`config.mk`:
```
export PLATFORM = sky130hd
export DESIGN_NAME = puf_crp_collector
export DESIGN_NICKNAME = d
export VERILOG_FILES = /design/src/rtl/puf_crp_pkg.sv /design/src/rtl/puf_popcount.sv /design/src/rtl/puf_crp_collector.sv
export SDC_FILE = /design/constraint.sdc
export NUM_CORES = 2
export LEC_CHECK = 0
export ABC_AREA = 1
export BUFFER_PORTS_ARGS = -buffer_cell sky130_fd_sc_hd__buf_2
export CELL_PAD_IN_SITES_DETAIL_PLACEMENT = 1
export CELL_PAD_IN_SITES_GLOBAL_PLACEMENT = 1
export CORE_MARGIN = 2
export CORE_UTILIZATION = 44
export CTS_CLUSTER_DIAMETER = 100
export DETAILED_ROUTE_END_ITERATION = 8
export GPL_ROUTABILITY_DRIVEN = 1
export HOLD_SLACK_MARGIN = 0.15
export PLACE_DENSITY_LB_ADDON = 0.1
export SYNTH_ARGS = -nofsm -noshare
export SYNTH_HDL_FRONTEND = slang
export SYNTH_HIERARCHICAL = 1
export SYNTH_SLANG_ARGS = --single-unit
```
`constraint.sdc`:
```
create_clock -name clk -period 20.2 [get_ports clk]
set_input_delay 0 -clock clk [delete_from_list [all_inputs] [get_ports clk]]
set_output_delay 0 -clock clk [all_outputs]
set_load 0.01 [all_outputs]
```
`src/rtl/puf_crp_pkg.sv`:
```
// Shared definitions for the PUF challenge/response collector.
// State codes, mode encodings and the width helpers used by the ports.
package puf_crp_pkg;

    localparam logic [2:0] ST_IDLE    = 3'd0;
    localparam logic [2:0] ST_PRST    = 3'd1;
    localparam logic [2:0] ST_APPLY   = 3'd2;
    localparam logic [2:0] ST_GUARD   = 3'd3;
    localparam logic [2:0] ST_WAIT    = 3'd4;
    localparam logic [2:0] ST_CAPTURE = 3'd5;
    localparam logic [2:0] ST_DONE    = 3'd6;

    localparam logic MODE_ENROLL = 1'b0;
    localparam logic MODE_VERIFY = 1'b1;

    function automatic int hd_width(input int num_chall, input int resp_w);
        return $clog2(num_chall * resp_w + 1);
    endfunction

    function automatic int cnt_width(input int num_chall);
        return $clog2(num_chall + 1);
    endfunction

    function automatic int pop_width(input int resp_w);
        return $clog2(resp_w + 1);
    endfunction

endpackage

```
`src/rtl/puf_popcount.sv`:
```
// Combinational population count of a response word.
module puf_popcount #(
    parameter int W     = 8,
    parameter int CNT_W = $clog2(W + 1)
) (
    input  logic [W-1:0]     value,
    output logic [CNT_W-1:0] count
);

    // NOTE: combinational logic uses blocking '=' with a default assigned first, so no latch is inferred.
    always_comb begin
        count = '0;
        for (int i = 0; i < W; i++) begin
            count = count + CNT_W'(value[i]);
        end
    end

endmodule

```
`src/rtl/puf_crp_collector.sv`:
```
// Sweeps challenges into a ring-oscillator PUF, enrolls or verifies responses against a CRP table.
// Optional macro PUF_CRP_MAJORITY_EN: three samples per challenge, bitwise majority vote.
module puf_crp_collector
    import puf_crp_pkg::*;
#(
    parameter int CHALL_W   = 8,
    parameter int RESP_W    = 8,
    parameter int NUM_CHALL = 256,
    parameter int GUARD     = 2,
    parameter int TIMEOUT   = 1024
) (
    input  logic                                      clk,
    input  logic                                      rst,
    input  logic                                      start,
    input  logic                                      mode,
    output logic                                      puf_en,
    output logic                                      puf_rst,
    output logic [CHALL_W-1:0]                        puf_chall,
    input  logic [RESP_W-1:0]                         puf_resp,
    input  logic                                      puf_ready,
    output logic                                      busy,
    output logic                                      done,
    output logic                                      enrolled,
    output logic [hd_width(NUM_CHALL, RESP_W)-1:0]    hd_total,
    output logic [cnt_width(NUM_CHALL)-1:0]           mismatch_cnt,
    output logic [cnt_width(NUM_CHALL)-1:0]           timeout_cnt,
    input  logic [CHALL_W-1:0]                        rd_addr,
    output logic [RESP_W-1:0]                         rd_data
);

    localparam int HD_W   = hd_width(NUM_CHALL, RESP_W);
    localparam int CNT_W  = cnt_width(NUM_CHALL);
    localparam int POP_W  = pop_width(RESP_W);
    localparam int GCNT_W = $clog2(GUARD + 1);
    localparam int WCNT_W = $clog2(TIMEOUT + 1);

    localparam logic [CHALL_W-1:0] LAST_IDX   = CHALL_W'(NUM_CHALL - 1);
    localparam logic [GCNT_W-1:0]  GUARD_LAST = GCNT_W'(GUARD - 1);
    localparam logic [WCNT_W-1:0]  WAIT_LAST  = WCNT_W'(TIMEOUT - 1);
    localparam logic [CNT_W-1:0]   CNT_MAX    = '1;

    logic [2:0]          state;
    logic                mode_r;
    logic [CHALL_W-1:0]  idx;
    logic [GCNT_W-1:0]   gcnt;
    logic [WCNT_W-1:0]   wcnt;
    logic [RESP_W-1:0]   cap;
    logic                tflag;
    logic [RESP_W-1:0]   crp_mem [2**CHALL_W];
    logic [RESP_W-1:0]   sample;
    logic                sample_done;
    logic [RESP_W-1:0]   diff;
    logic [POP_W-1:0]    pop;
    logic [HD_W:0]       hd_sum;
    logic [HD_W-1:0]     hd_next;

`ifdef PUF_CRP_MAJORITY_EN
    logic [1:0]          samp_n;
    logic [RESP_W-1:0]   s0, s1;
    logic [RESP_W-1:0]   maj;
    assign maj = (s0 & s1) | (s0 & sample) | (s1 & sample);
`endif

    assign busy        = (state != ST_IDLE);
    assign done        = (state == ST_DONE);
    assign puf_rst     = (state == ST_PRST);
    assign sample      = puf_ready ? puf_resp : '0;
    assign sample_done = puf_ready || (wcnt == WAIT_LAST);
    assign diff        = cap ^ crp_mem[idx];

    puf_popcount #(.W(RESP_W), .CNT_W(POP_W)) u_popcount (
        .value (diff),
        .count (pop)
    );

    // Hamming-distance accumulator clamps at its maximum instead of wrapping.
    assign hd_sum  = {1'b0, hd_total} + (HD_W + 1)'(pop);
    assign hd_next = hd_sum[HD_W] ? '1 : hd_sum[HD_W-1:0];

    // NOTE: sequential state uses non-blocking '<=' so every register updates from pre-edge values.
    always_ff @(posedge clk) begin
        if (rst) begin
            state        <= ST_IDLE;
            mode_r       <= MODE_ENROLL;
            idx          <= '0;
            gcnt         <= '0;
            wcnt         <= '0;
            cap          <= '0;
            tflag        <= 1'b0;
            puf_en       <= 1'b0;
            puf_chall    <= '0;
            enrolled     <= 1'b0;
            hd_total     <= '0;
            mismatch_cnt <= '0;
            timeout_cnt  <= '0;
`ifdef PUF_CRP_MAJORITY_EN
            samp_n       <= '0;
            s0           <= '0;
            s1           <= '0;
`endif
        end else begin
            case (state)
                ST_IDLE: if (start) begin
                    mode_r       <= mode;
                    hd_total     <= '0;
                    mismatch_cnt <= '0;
                    timeout_cnt  <= '0;
                    idx          <= '0;
                    if (mode == MODE_VERIFY && !enrolled) begin
                        state <= ST_DONE;
                    end else begin
                        state  <= ST_PRST;
                        puf_en <= 1'b1;
                        if (mode == MODE_ENROLL) enrolled <= 1'b0;
                    end
                end
                ST_PRST: begin
                    puf_chall <= '0;
                    state     <= ST_APPLY;
                end
                ST_APPLY: state <= ST_GUARD;
                ST_GUARD: begin
                    if (gcnt == GUARD_LAST) begin
                        gcnt  <= '0;
                        state <= ST_WAIT;
                    end else begin
                        gcnt <= gcnt + GCNT_W'(1);
                    end
                end
                ST_WAIT: begin
                    if (sample_done) begin
                        wcnt <= '0;
                        if (!puf_ready) tflag <= 1'b1;
`ifdef PUF_CRP_MAJORITY_EN
                        if (samp_n == 2'd2) begin
                            cap    <= maj;
                            samp_n <= '0;
                            state  <= ST_CAPTURE;
                        end else begin
                            if (samp_n == 2'd0) s0 <= sample;
                            else                s1 <= sample;
                            samp_n <= samp_n + 2'd1;
                            state  <= ST_GUARD;
                        end
`else
                        cap   <= sample;
                        state <= ST_CAPTURE;
`endif
                    end else begin
                        wcnt <= wcnt + WCNT_W'(1);
                    end
                end
                ST_CAPTURE: begin
                    tflag <= 1'b0;
                    if (tflag && timeout_cnt != CNT_MAX) timeout_cnt <= timeout_cnt + CNT_W'(1);
                    if (mode_r == MODE_VERIFY) begin
                        hd_total <= hd_next;
                        if (pop != '0 && mismatch_cnt != CNT_MAX) mismatch_cnt <= mismatch_cnt + CNT_W'(1);
                    end
                    if (idx == LAST_IDX) begin
                        puf_en <= 1'b0;
                        state  <= ST_DONE;
                    end else begin
                        idx       <= idx + CHALL_W'(1);
                        puf_chall <= idx + CHALL_W'(1);
                        state     <= ST_APPLY;
                    end
                end
                ST_DONE: begin
                    if (mode_r == MODE_ENROLL) enrolled <= 1'b1;
                    state <= ST_IDLE;
                end
                default: state <= ST_IDLE;
            endcase
        end
    end

    // NOTE: the CRP table is deliberately not reset; enrolled alone says whether its contents are valid.
    always_ff @(posedge clk) begin
        if (state == ST_CAPTURE && mode_r == MODE_ENROLL) crp_mem[idx] <= cap;
    end

    always_ff @(posedge clk) begin
        if (rst) rd_data <= '0;
        else     rd_data <= crp_mem[rd_addr];
    end

endmodule

```
# Word level (Yosys, flattened, before mapping)
# Memory sizes are Yosys's and may differ from the RTL's. A register that Yosys moved wholly into a read port is not among the register bits.
# Index checks and enable logic that the tools add are counted.
dict set report classes {
  n_mux 39
  n_addsub 13
  bitwise 2
  eq_ne 23
  reduce_logical 24
}
# op count
set op_table {}
lappend op_table {{$mux W8} 5}
lappend op_table {{$mux W12} 3}
lappend op_table {{$mux W9} 4}
lappend op_table {{$pmux W9 S2} 2}
lappend op_table {{$pmux W8 S2} 2}
lappend op_table {{$add A4 B1 Y4} 6}
lappend op_table {{$ne A2 B2 Y1 const B} 12}
lappend op_table {{$pmux W12 S2} 1}
lappend op_table {{$add A9 B1 Y9 const B} 2}
lappend op_table {{$ne A9 B9 Y1 const B} 2}
lappend op_table {{$pmux W3 S6} 1}
lappend op_table {{$mux W3} 5}
lappend op_table {{$reduce_and A3 Y1} 5}
lappend op_table {{$add A12 B4 Y13} 1}
lappend op_table {{$add A11 B1 Y11 const B} 1}
lappend op_table {{$eq A11 B10 Y1 const B} 1}
lappend op_table {{$mux W1} 11}
lappend op_table {{$mux W11} 1}
lappend op_table {{$eq A3 B3 Y1 const B} 3}
lappend op_table {{$add A8 B1 Y8 const B} 1}
lappend op_table {{$eq A8 B8 Y1 const B} 1}
lappend op_table {{$reduce_and A4 Y1} 2}
lappend op_table {{$reduce_bool A2 Y1} 4}
lappend op_table {{$xor A8 B8 Y8} 1}
lappend op_table {{other kinds (16)} 24}
dict set report totals {
  mem_bits_rw 2048
  input_bits 21
  memories 1
  out_inout_bits 51
  word_cells 115
  ff_bits 74
}
# name depth word_bits rd rd_clocked_by_memory_dff write_ports line_no
set memory_table {}
lappend memory_table {crp_mem 256 8 2 2 1 puf_crp_collector.sv:49} ;# logic [RESP_W-1:0] crp_mem [2**CHALL_W];

# Depth between registers and ports, before layout
dict set report logic_depth {
  ltp_word 13
  depth_mapped 38
  mapped_depth_nobuf 34
}

# Modules after synthesis
# The synthesis kept the hierarchy.
# module seq_area_each_um2 cells_each area_each_um2 n_inst
set modules_own_cells {}
lappend modules_own_cells {puf_crp_collector 63300.7 11922 107335.4 1}
lappend modules_own_cells {puf_popcount 0.0 26 190.2 1}

# Worst setup path after synthesis
# No wires, ideal clock.
dict set report synth_path {
  kind {register to register}
  from {register cap[0]}
  to {register hd_total[10]}
  synth_period_minus_slack_ns 7.563
  stages_incl_launch_ff 23
  t_arrival_ns 7.431
  setup_ns 0.132
  path_slack_ns 12.637
  required_ns 20.068
  n_path_buf 0
  path_cell_list {dfxtp_1 inv_1 nand3_1 nand2_1 fa_1 inv_1 fa_1 fa_1 inv_1 ha_1 inv_1 fa_1 nand2_1 nand2_1 ha_1 a21oi_1 o21ai_1 nand2_1 nor2_1 nand2_1 xnor2_1 o21ai_0 a21oi_1}
}
dict set report synth_between {
  elab_chain_len 12
}
# element line_no
set synth_lines {}
lappend synth_lines {{start, declared} puf_crp_collector.sv:47} ;# logic [RESP_W-1:0] cap;
lappend synth_lines {{start signal, assigned} puf_crp_collector.sv:146} ;# cap <= sample;
lappend synth_lines {{$xor A8 B8 Y8} puf_crp_collector.sv:69} ;# assign diff = cap ^ crp_mem[idx];
lappend synth_lines {{named net diff[0]} puf_crp_collector.sv:52} ;# logic [RESP_W-1:0] diff;
lappend synth_lines {{$add A1 B1 Y2} puf_popcount.sv:14} ;# count = count + CNT_W'(value[i]);
lappend synth_lines {{$add A4 B1 Y4 (6 in a row)} puf_popcount.sv:14}
lappend synth_lines {{named net pop[2]} puf_crp_collector.sv:53} ;# logic [POP_W-1:0] pop;
lappend synth_lines {{$add A12 B4 Y13} puf_crp_collector.sv:77} ;# assign hd_sum = {1'b0, hd_total} + (HD_W + 1)'(pop);
lappend synth_lines {{$mux W12} puf_crp_collector.sv:78} ;# assign hd_next = hd_sum[HD_W] ? '1 : hd_sum[HD_W-1:0];
lappend synth_lines {{$mux W12} puf_crp_collector.sv:156} ;# if (mode_r == MODE_VERIFY) begin
lappend synth_lines {{$pmux W12 S2} puf_crp_collector.sv:102} ;# case (state)
lappend synth_lines {{end signal, assigned} puf_crp_collector.sv:157} ;# hd_total <= hd_next;
lappend synth_lines {{end, declared} puf_crp_collector.sv:24} ;# output logic [hd_width(NUM_CHALL, RESP_W)-1:0] hd_total,
# The timed path passes the listed nets, and every way through them passes these cells. The select of a mux whose other input is x is not followed.
# A chain may end at the register's enable or synchronous reset.

==> results_dict.tcl <==
set metrics [dict create \
    status "finished, final reports clean" \
    fin_crit_ps 10080 \
    synth_fa_ha_area_share_pct 0.279 \
    tritoncts "yes" \
    gp_congestion 0.864 \
    initial_core_util_pct 44.2 \
    ant_nets 0 \
    setup_violations 0 \
    yosysWarnings 6 \
    place_inst 14400 \
    synth_nets 12000 \
    fmax_mhz 99.2 \
    numCtsBuffers 236 \
    cp_max_fo 178 \
    p_comb_share_pct 21.1 \
    cts_hold_buf 36 \
    max_slew.worst_pin.slew_ps 1400 \
    worst_setup_path_start_kind "register" \
    areaGrowthSynthToFinish_pct 8.16 \
    dp_slack_ps 10650 \
    clockBufferDepth 3 \
    post_cts_buffers 0 \
    ys_ff_latch 2138 \
    grt_max_degree 223 \
    postCtsResizedCells 0 \
    antenna_found_initial 15 \
    fp.dieArea_um2 248000 \
    slowest_stage "buf_4" \
    syn_area_per_cell_um2 9.00 \
    switchingPower_mw 3.81 \
    synth_cell_types 46 \
    drcViolationCount 0 \
    fin_cells 14900 \
    finClkSkew_ps 32.4 \
    sequentialPowerShare_pct 42.7 \
    wirelength_um 452000 \
    path_clk_slew_ps 60 \
    port-buffer-count 71 \
    layout_common_cells "nand2_1 (3846), nand3_1 (3698), edfxtp_1 (2048), nor2_1 (560), o21ai_0 (266)" \
    h-tree-depth 4 \
    drive_gt1_share_pct 5.13 \
    synth_mux_area_share_pct 0 \
    synth_enable_flop_cells 2048 \
    rsz0062_at_grt "false" \
    synth_seq_area_share_pct 58.9 \
    p_leak_nw 42.5 \
    switching_share_pct 32.6 \
    die_y_um 498 \
    grt_pass1_wl_um 657000 \
    synth_cells 11900 \
    clockPowerShare_pct 36.2 \
    synthesis.area_um2 108000 \
    cts_sinks 2138 \
    grtUsageTotal_pct 35.4 \
    holdWs_ps 205 \
    power.internal_mw 7.90 \
    drt_iter0_drc 10900 \
    vias_per_cell 6.38 \
    die_x_um 498 \
    via_count 95200 \
    async_flop_share_pct 0 \
    end_kind "register" \
    post-dp-hpwl_um 258000 \
    synth_compound_area_share_pct 2.62 \
    post-route-period-util_pct 49.9 \
    layout_commonest_cell "nand2_1" \
    core.rowCount 181 \
    synth_top_family_by_area "simple AND/OR/NAND/NOR gates" \
    wl_per_cell_um 30.3 \
    cts-root-buf "clkbuf_16" \
    dr.pass1.iters 6 \
    power.density_nw_per_um2 101 \
    crit_path_max_incr_delay_ps 790 \
    hold_class "primary input to register" \
    final_nets 11600 \
    synth-xor-area-share_pct 0.122 \
    pin_count 72 \
    required_ps 21010 \
    criticalPathCategory "register to register" \
    drv_slew 0 \
    peakVddDrop_v 0.0000922 \
    fin_ws_ps 10120 \
    globalRouteOverflowTotal 0 \
    slew_headroom_pct 6.61 \
    drv_cap 0 \
    synthFlopType "edfxtp_1" \
    yosys.area_share.simple_pct 32.9 \
    hold_viol_final 0 \
    crit_arrival_ps 10890 \
    grt_pass1_vias 97500 \
    clk_latency_ps 900 \
    fin_setup_tns_ps 0 \
    core-area_um2 243000 \
]
[sequential cells by signal, summed over array words and instances, names as in the netlist, named ones only]
register / flops
hd_total: 12
wcnt: 11
crp_mem: 2048
gcnt: 2
cap: 8
mismatch_cnt: 9
enrolled: 1
puf_en: 1
mode_r: 1
tflag: 1
idx: 8
puf_chall: 8
state: 3
timeout_cnt: 9
rd_data: 8
[layout make-up]
cell class                 instances  area (um^2)
fill                           27800       127000
sequential                      2138        63400
multi-input combinational       8719        38700
clock buffer                     295         6230
tap                             3202         4010
timing repair buffer             270         2270
clock inverter                   140         1110
inverter                         149          634
antenna                           11         27.5
[routing by layer]
layer  GRT usage (%)  vias to the layer above  part of all wire (%)
met5               0                        -                 0.018
met4            20.4                        8                   6.4
met3            5.95                     1210                   8.6
met2            56.0                     4809                    46
met1            46.1                    48400                    39
li1                -                    40800                     -
[worst paths after layout]
kind | startpoint | depth (start not counted) | end | slack [ps]
setup / recovery | register | 32 | hd_total[7] | 10120
hold / removal | mode | 7 | state[0] | 210
setup reg to reg | register | 32 | hd_total[7] | 10120
hold reg to reg | gcnt[1] | 2 | gcnt[1] | 430
[critical path: cells and delay by family (launching register included)]
kind	cells	cell delay [ps]
buffers and inverters	7	2850
adders and majority gates	6	2600
and+or+nand+nor	15	2370
AOI/OAI and AO/OA	4	800
DFF	1	570
[per-stage QoR]
stage	power, mW	utilization [%]	area [um^2]
after floorplan	6.56	-	108000
after global placement	7.44	44.6	109000
after detailed placement	7.49	44.6	109000
after CTS	11.7	47.8	116000
after global routing	12.1	47.8	116000
final	11.7	47.8	116000
[power by group through the flow]
stage,clock network (mW),logic [mW],registers (mW)
finish,4.24,2.47,5.00
global route,4.42,2.64,5.01
CTS,4.26,2.42,5.00
detailed placement,0,2.39,5.10
global placement,0,2.35,5.09
floorplan,0,1.45,5.11
[kinds of logic after synthesis]
| family | after synthesis |
|---|---|
| buffers and inverters | 1091 |
| and+or+nand+nor | 8156 |
| AOI/OAI and AO/OA | 527 |
| xor gates and xnor gates | 15 |
| DFF | 2138 |
| adders and majority gates | 21 |
[synthesized netlist by cell type, types with 2 or more instances]
cell type	instances	area share, %
nor4_1	3	0.017
o21ai_1	33	0.15
nand4_1	6	0.035
a211oi_1	7	0.049
o21ai_0	266	1.2
nand3_2	4	0.037
buf_1	63	0.22
buf_2	496	2.3
o31ai_1	2	0.014
nand3_1	3702	17
clkbuf_1	242	0.84
fa_1	5	0.093
nor2_1	561	2.0
inv_2	6	0.021
nand2_1	3851	13
a31oi_1	2	0.012
edfxtp_1	2048	57
buf_6	84	0.88
dfxtp_1	90	1.7
a22oi_1	2	0.014
xor2_1	13	0.11
ha_1	16	0.19
nor2_2	6	0.035
inv_4	2	0.012
buf_4	54	0.38
buf_8	2	0.028
o22ai_1	104	0.61
xnor2_1	2	0.016
a21oi_1	106	0.49
inv_1	140	0.49
nor3_1	15	0.070
(Power assumes the default switching activity.)
